[config.mk]
export PLATFORM = sky130hd
export DESIGN_NAME = secure_switch_debounce_flat
export DESIGN_NICKNAME = d
export VERILOG_FILES = /design/src/rtl/secure_switch_debounce_if.sv /design/src/rtl/secure_switch_debounce.sv /design/src/flat_wrapper.sv
export SDC_FILE = /design/constraint.sdc
export NUM_CORES = 1
export LEC_CHECK = 0
export CAP_MARGIN = 20
export CORE_MARGIN = 4
export CORE_UTILIZATION = 35
export CTS_CLUSTER_DIAMETER = 30
export CTS_CLUSTER_SIZE = 30
export DETAILED_ROUTE_END_ITERATION = 10
export PLACE_DENSITY = 0.49
export RECOVER_POWER = 25
export SETUP_SLACK_MARGIN = 0.02
export SYNTH_ARGS = -nofsm -noshare
export SYNTH_HDL_FRONTEND = slang
export SYNTH_SLANG_ARGS = --single-unit
[constraint.sdc]
create_clock -name s_axi_aclk -period 3 [get_ports s_axi_aclk]
set_clock_uncertainty 0.1 [all_clocks]
set_input_delay 0.6 -clock s_axi_aclk [delete_from_list [all_inputs] [get_ports s_axi_aclk]]
set_output_delay 0.6 -clock s_axi_aclk [all_outputs]
set_load 0.02 [all_outputs]
[src/rtl/secure_switch_debounce_if.sv]
// -----------------------------------------------------------------------------
// secure_switch_debounce_if
//
// Purpose: groups the switch-conditioning signals so they can be passed as a
// single port between the debounce stage and its environment.
//
// Signals (all NUM_SW wide except irq):
//   sw_in      raw asynchronous switch pins            (into the debouncer)
//   irq_en     per-switch interrupt enable mask        (into the debouncer)
//   chg_clr    per-switch clear for chg_sticky         (into the debouncer)
//   sw_stable  debounced, registered switch levels     (out of the debouncer)
//   sw_rise    one-cycle pulse on a 0->1 accepted edge (out of the debouncer)
//   sw_fall    one-cycle pulse on a 1->0 accepted edge (out of the debouncer)
//   chg_sticky "changed since last clear" flags        (out of the debouncer)
//   irq        OR of (chg_sticky & irq_en)             (out of the debouncer)
//
// Protocol: there is no valid/ready handshake on this bus. Every input is a
// level sampled on each rising clock edge; every output is a level or a
// single-cycle pulse that is valid for the whole cycle after the edge that
// produced it. No transfer is ever stalled.
//
// Modports:
//   master - the environment driving the raw inputs and observing results
//   slave  - the debounce block itself
// -----------------------------------------------------------------------------
interface secure_switch_debounce_if #(
    parameter int NUM_SW = 2
);
    logic [NUM_SW-1:0] sw_in;
    logic [NUM_SW-1:0] irq_en;
    logic [NUM_SW-1:0] chg_clr;
    logic [NUM_SW-1:0] sw_stable;
    logic [NUM_SW-1:0] sw_rise;
    logic [NUM_SW-1:0] sw_fall;
    logic [NUM_SW-1:0] chg_sticky;
    logic              irq;

    modport master (
        output sw_in,
        output irq_en,
        output chg_clr,
        input  sw_stable,
        input  sw_rise,
        input  sw_fall,
        input  chg_sticky,
        input  irq
    );

    modport slave (
        input  sw_in,
        input  irq_en,
        input  chg_clr,
        output sw_stable,
        output sw_rise,
        output sw_fall,
        output chg_sticky,
        output irq
    );
endinterface

[src/rtl/secure_switch_debounce.sv]
// -----------------------------------------------------------------------------
// secure_switch_debounce
//
// Purpose: upstream conditioning stage for the secure switch register.
// Synchronises each raw slide-switch pin through two flops, debounces it with
// a per-switch counter, and reports accepted level changes as registered
// rise/fall pulses, sticky change flags and a level interrupt.
//
// Ports:
//   s_axi_aclk    in   system clock, all logic on its rising edge
//   s_axi_areset  in   synchronous active-high reset, highest priority
//   sw_if         slave modport of secure_switch_debounce_if
//                 (sw_in/irq_en/chg_clr in; sw_stable/sw_rise/sw_fall/
//                  chg_sticky/irq out)
//
// Parameters:
//   NUM_SW          number of independently debounced switches
//   DEBOUNCE_CYCLES consecutive mismatched cycles before a level is accepted
//   CNT_WIDTH       counter width, must hold DEBOUNCE_CYCLES-1
// -----------------------------------------------------------------------------
module secure_switch_debounce #(
    parameter int NUM_SW          = 2,
    parameter int DEBOUNCE_CYCLES = 1000000,
    parameter int CNT_WIDTH       = 20
) (
    input  logic                     s_axi_aclk,
    input  logic                     s_axi_areset,
    secure_switch_debounce_if.slave  sw_if
);

    localparam logic [CNT_WIDTH-1:0] CNT_MAX = CNT_WIDTH'(DEBOUNCE_CYCLES - 1);

    logic [NUM_SW-1:0]    sync1_q;
    logic [NUM_SW-1:0]    sync2_q;
    logic [NUM_SW-1:0]    stable_q;
    logic [NUM_SW-1:0]    rise_q;
    logic [NUM_SW-1:0]    fall_q;
    logic [NUM_SW-1:0]    sticky_q;
    logic [CNT_WIDTH-1:0] cnt_q [NUM_SW];

    // accept[i] is high on the cycle whose edge commits sync2[i] into
    // sw_stable[i]: the level has disagreed for DEBOUNCE_CYCLES cycles.
    logic [NUM_SW-1:0]    accept;

    always_comb begin
        accept = '0;
        for (int i = 0; i < NUM_SW; i++) begin
            accept[i] = (sync2_q[i] != stable_q[i]) && (cnt_q[i] == CNT_MAX);
        end
    end

    always_ff @(posedge s_axi_aclk) begin
        if (s_axi_areset) begin
            sync1_q  <= '0;
            sync2_q  <= '0;
            stable_q <= '0;
            rise_q   <= '0;
            fall_q   <= '0;
            sticky_q <= '0;
            for (int i = 0; i < NUM_SW; i++) begin
                cnt_q[i] <= '0;
            end
        end else begin
            sync1_q  <= sw_if.sw_in;
            sync2_q  <= sync1_q;
            // Accepting a change flips the stable bit to the synchronised level.
            stable_q <= stable_q ^ accept;
            rise_q   <= accept & sync2_q;
            fall_q   <= accept & ~sync2_q;
            // A change on this edge wins over a simultaneous software clear.
            sticky_q <= accept | (sticky_q & ~sw_if.chg_clr);
            for (int i = 0; i < NUM_SW; i++) begin
                // Any agreeing cycle restarts the count, so bounces shorter
                // than DEBOUNCE_CYCLES never reach sw_stable.
                if ((sync2_q[i] == stable_q[i]) || accept[i]) begin
                    cnt_q[i] <= '0;
                end else begin
                    cnt_q[i] <= cnt_q[i] + CNT_WIDTH'(1);
                end
            end
        end
    end

    assign sw_if.sw_stable  = stable_q;
    assign sw_if.sw_rise    = rise_q;
    assign sw_if.sw_fall    = fall_q;
    assign sw_if.chg_sticky = sticky_q;
    assign sw_if.irq        = |(sticky_q & sw_if.irq_en);

endmodule

[src/flat_wrapper.sv]
// flat-port wrapper written by rule: the top's interface ports become plain ports
module secure_switch_debounce_flat 
#(
    parameter int NUM_SW          = 2,
    parameter int DEBOUNCE_CYCLES = 1000000,
    parameter int CNT_WIDTH       = 20
)
  (s_axi_aclk, s_axi_areset, sw_if_sw_in, sw_if_irq_en, sw_if_chg_clr, sw_if_sw_stable, sw_if_sw_rise, sw_if_sw_fall, sw_if_chg_sticky, sw_if_irq);
  secure_switch_debounce_if #(.NUM_SW(NUM_SW)) sw_if_i ();
  input  logic s_axi_aclk;
  input  logic s_axi_areset;
  input wire logic [$bits(sw_if_i.sw_in)-1:0] sw_if_sw_in;
  input wire logic [$bits(sw_if_i.irq_en)-1:0] sw_if_irq_en;
  input wire logic [$bits(sw_if_i.chg_clr)-1:0] sw_if_chg_clr;
  output wire logic [$bits(sw_if_i.sw_stable)-1:0] sw_if_sw_stable;
  output wire logic [$bits(sw_if_i.sw_rise)-1:0] sw_if_sw_rise;
  output wire logic [$bits(sw_if_i.sw_fall)-1:0] sw_if_sw_fall;
  output wire logic [$bits(sw_if_i.chg_sticky)-1:0] sw_if_chg_sticky;
  output wire logic [$bits(sw_if_i.irq)-1:0] sw_if_irq;
  assign sw_if_i.sw_in = sw_if_sw_in;
  assign sw_if_i.irq_en = sw_if_irq_en;
  assign sw_if_i.chg_clr = sw_if_chg_clr;
  assign sw_if_sw_stable = sw_if_i.sw_stable;
  assign sw_if_sw_rise = sw_if_i.sw_rise;
  assign sw_if_sw_fall = sw_if_i.sw_fall;
  assign sw_if_chg_sticky = sw_if_i.chg_sticky;
  assign sw_if_irq = sw_if_i.irq;
  secure_switch_debounce #(.NUM_SW(NUM_SW), .DEBOUNCE_CYCLES(DEBOUNCE_CYCLES), .CNT_WIDTH(CNT_WIDTH)) u_core (.s_axi_aclk(s_axi_aclk), .s_axi_areset(s_axi_areset), .sw_if(sw_if_i));
endmodule
# Yosys cells after proc, flatten, opt, wreduce, memory -nomap -nowiden
# Memory sizes are Yosys's and may differ from the RTL's.
# Cells that the tools add are included.
[classes]
add_sub_neg = 2
n_eq_ne = 6
mux = 18
bitwise_logic = 12
reduce_logical = 5
[op_table]
columns = ["op", "count"]
rows = [
  ["20-bit 2-to-1 mux", 4],
  ["20-bit by 1-bit adder with 20-bit output (second input constant)", 2],
  ["20-bit equality test (second input constant)", 2],
  ["1-bit 2-to-1 mux", 14],
  ["2-bit bitwise AND", 4],
  ["2-bit inverter", 2],
  ["1-bit bitwise OR", 4],
  ["1-bit equality test", 2],
  ["1-bit logical AND", 2],
  ["1-bit logical OR", 2],
  ["1-bit != test", 2],
  ["2-bit bitwise OR", 1],
  ["2-bit OR reduction", 1],
  ["2-bit XOR", 1],
]
[word_totals]
ff_bits = 12
ramBits = 40
wordCells = 50
n_memories = 1
[mem_list]
columns = ["memory", "words", "width", "read_ports", "rd_ports_with_merged_regs", "wr", "line", "text"]
rows = [
  ["u_core.cnt_q", 2, 20, 2, 0, 2, "secure_switch_debounce.sv:39", "logic [CNT_WIDTH-1:0] cnt_q [NUM_SW];"],
]

# Depth between registers and ports, before layout
[depth]
depth_word = 8
depth_mapped = 6

# Worst setup path before layout
# No wires, ideal clock.
[synth_path]
kind = "register to register"
from = "mem u_core.cnt_q[1][0]"
to = "mem u_core.cnt_q[1][7], data pin"
setup_ps = 255
t_arrival_ps = 1772
t_required_ps = 2645
slack_ps = 874
path_stages_with_launch = 7
n_path_buf = 1
cell_sequence = "edfxtp_1 -> ha_1 -> nand4_1 -> or4_4 -> o21ai_4 -> buf_4 -> nor2_1"
[synth_lines]
columns = ["item", "line"]
rows = [
  ["start, declared", "secure_switch_debounce.sv:39"],
]

# Worst setup path in the final report
[layout_path]
from = "in sw_if_irq_en[0]"
to = "out sw_if_irq"
[layout_between]
elab_chain_cells = 2
[layout_lines]
columns = ["item", "line", "text"]
rows = [
  ["start, declared", "flat_wrapper.sv:13", "input wire logic [$bits(sw_if_i.irq_en)-1:0] sw_if_irq_en;"],
  ["2-bit bitwise AND", "secure_switch_debounce.sv:88", "assign sw_if.irq = |(sticky_q & sw_if.irq_en);"],
  ["2-bit OR reduction", "secure_switch_debounce.sv:88", ""],
  ["end, declared", "flat_wrapper.sv:19", "output wire logic [$bits(sw_if_i.irq)-1:0] sw_if_irq;"],
]
# Every way passes these cells.

==> metrics <==
status finished, final reports clean; synth warn 0; DRT Pass-1 Iters 6; IO Port Bufs 16; cell area after synthesis 2685 um^2; most frequent cell after synthesis edfxtp_1; Layout Nets 316; initial drt markers 53; Placed Area 3087 um^2; Setup Viol. Count Final 0; H-tree levels 2; RePlAce Congestion 0.7688; die area 9136 um^2; Clock Path Buffers 2; synth unique cells 46; Worst slew margin 48.29%; gr ovfl total 0; Worst Setup Slack, final 0.5045 ns; CTS Root Cell clkbuf_8; CTS Hold Bufs 0; DRC violations left 0; Post-DRT Antenna Nets 0; sequential area share after synthesis 53.68%; placed insts 398; met2 routed WL 2.472 mm; Synth area leader edfxtp_1; vias in the first global route 1836; Slew Viols, Final 0; CP Max Fanout 1; WL met3 89 um; share of the synthesized area in the top cell type 44.73%; clk sinks 52; ant diodes 0; top sig layer met4; CP endpoint kind output pin; reg2reg end u_core.cnt_q[1][2]$_SDFFCE_PN0P_; f_max 0.4007 GHz; number of enable flip-flop cells after synthesis 40; Post-CTS Repair Setup Buffers 0; Die Span Y 95.59 um; worst r2r path cells 5; DR vias 1918; #FFs+latches synth 52; initial core utilization 36.43%; largest net degree at the start of global routing 20; clock-pin slew on the worst setup and hold paths 0.10 ns; crit share post-route 83.18%; Commonest cells post-synth edfxtp_1 (40), nor2_1 (32), nand3_1 (18); total wire length 4.938 mm; Hold Crit Depth 1; synthesis-to-finish area growth 18.08%; Leak 1.078 nW; RSZ-0062 raised after global routing no; async set-reset flop share out of synthesis 0%; Critical Path Sink sw_if_irq; Worst Hold Class flop to flop; post-route insts no fill 406; syn avg cell area 10.78 um^2; initial antenna violation count 0; power per cell area 411.3 nW/um^2; # IOs 17; share of cells above drive strength 1 4.886%; post-DP HPWL 3.569 mm; core area 7370 um^2; design area 3171 um^2; CTS tree done; final hold viol count 0; final core utilization 43.02%; required time of the critical path 2.30 ns; Most used DFF post-synth edfxtp_1; top cells by area, synth edfxtp_1 (45%), dfxtp_1 (8.9%), nor2_1 (4.5%); WL/cell 12.16 um; Die X 95.59 um; Synth Instances 249; critical path start-end classification input port to output pin; Row Count 31; fin crit period 2.495 ns; met1 wire length 2.325 mm; startpoint types input port; reg-to-reg slack, setup 0.62 ns; worst-skew pair later-pin latency 0.31 ns; worst setup path start sw_if_irq_en[0]; Vias/cell 4.724; TNS Setup 0 ns; worst flop-to-flop path startpoint u_core.cnt_q[1][0]$_SDFFCE_PN0P_; Max-Cap Viols 0; measured slew at the worst slew-check pin 0.7755 ns; Total GRT Usage 11.70%; Setup WS pre-CTS 0.5044 ns; Num CTS Buffers 5; critical path arrival 1.80 ns; Peak VDD IR 0.2192 mV; first-pass GRT wire length 8.335 mm; Post-CTS Resized 0
[worst max-delay path, stage by stage]
cell,delay [ns]
clkdlybuf4s50_1,0.46
a22o_1,0.13
clkdlybuf4s50_1,0.60
[registers in the layout, indices dropped and copies added (netlist names), named ones only]
name and count:
u_core.sync2_q 2, u_core.cnt_q 40, u_core.sw_if.sw_rise 2, u_core.sw_if.chg_sticky 2, u_core.sync1_q 2, u_core.sw_if.sw_fall 2
[how the worst min path moves through the flow]
stage / slack (ns) / to / from
global route: 0.37 / u_core.sync2_q[0]$_SDFF_PP0_ / u_core.sync1_q[0]$_SDFF_PP0_
floorplan: 0.31 / u_core.sync2_q[0]$_SDFF_PP0_ / u_core.sync1_q[0]$_SDFF_PP0_
CTS: 0.35 / u_core.sync2_q[0]$_SDFF_PP0_ / u_core.sync1_q[0]$_SDFF_PP0_
global placement: 0.32 / u_core.sync2_q[0]$_SDFF_PP0_ / u_core.sync1_q[0]$_SDFF_PP0_
detailed placement: 0.33 / u_core.sync2_q[0]$_SDFF_PP0_ / u_core.sync1_q[0]$_SDFF_PP0_
finish: 0.35 / u_core.sync2_q[0]$_SDFF_PP0_ / u_core.sync1_q[0]$_SDFF_PP0_
[metal layers]
| layer | up-vias | global-route usage, % |
|---|---|---|
| met5 | - | 0 |
| met4 | 0 | 3.791 |
| met3 | 5 | 2.605 |
| met2 | 9 | 20.38 |
| met1 | 892 | 14.24 |
| li1 | 1012 | - |
[where the power goes]
part           internal (W)  total (W)  switching [W]
Combinational     0.0000285  0.0000621      0.0000335
Sequential         0.000800   0.000830      0.0000300
Clock              0.000168   0.000412       0.000245
[cell usage in the layout (no fill, tap or decap), drive strengths merged, types with 6 or more instances in the layout]
cell type,instances
conb,40
xor2,13
dfxtp,12
inv,6
clkdlybuf4s50,9
dlygate4sd3,7
nand4,11
clkbuf,7
or4,6
nand2,9
a21oi,13
nand3,18
xnor2,13
o21ai,11
and3,7
nor4b,6
edfxtp,40
nor2,32
or3,8
nor4,6
[layout make-up]
class / instances / area, um^2
Clock inverter: 2 / 15.01
Sequential cell: 52 / 1441
Clock buffer: 6 / 72.57
Timing Repair Buffer: 17 / 163.9
Tap cell: 99 / 123.9
Multi-Input combinational cell: 225 / 1335
Inverter: 5 / 18.77
Fill cell: 749 / 4199
[cell families after synthesis]
group	count (synthesis)	share of synthesized area, %
AOI/OAI and AO/OA	31	7.037
muxes	1	0.3728
adders and majority gates	2	0.9318
xor gates and xnor gates	26	8.481
other	1	0.1397
DFF	52	53.68
and+or+nand+nor	125	27.31
buffers and inverters	11	2.051
[metrics by stage]
step | power, W | hold WS, ns
global route | 0.001360 | 0.3691
floorplan | 0.0008840 | 0.3138
CTS | 0.001325 | 0.3537
global placement | 0.0009082 | 0.3156
detailed placement | 0.0009085 | 0.3283
finish | 0.001304 | 0.3533
(Power assumes the default switching activity.)
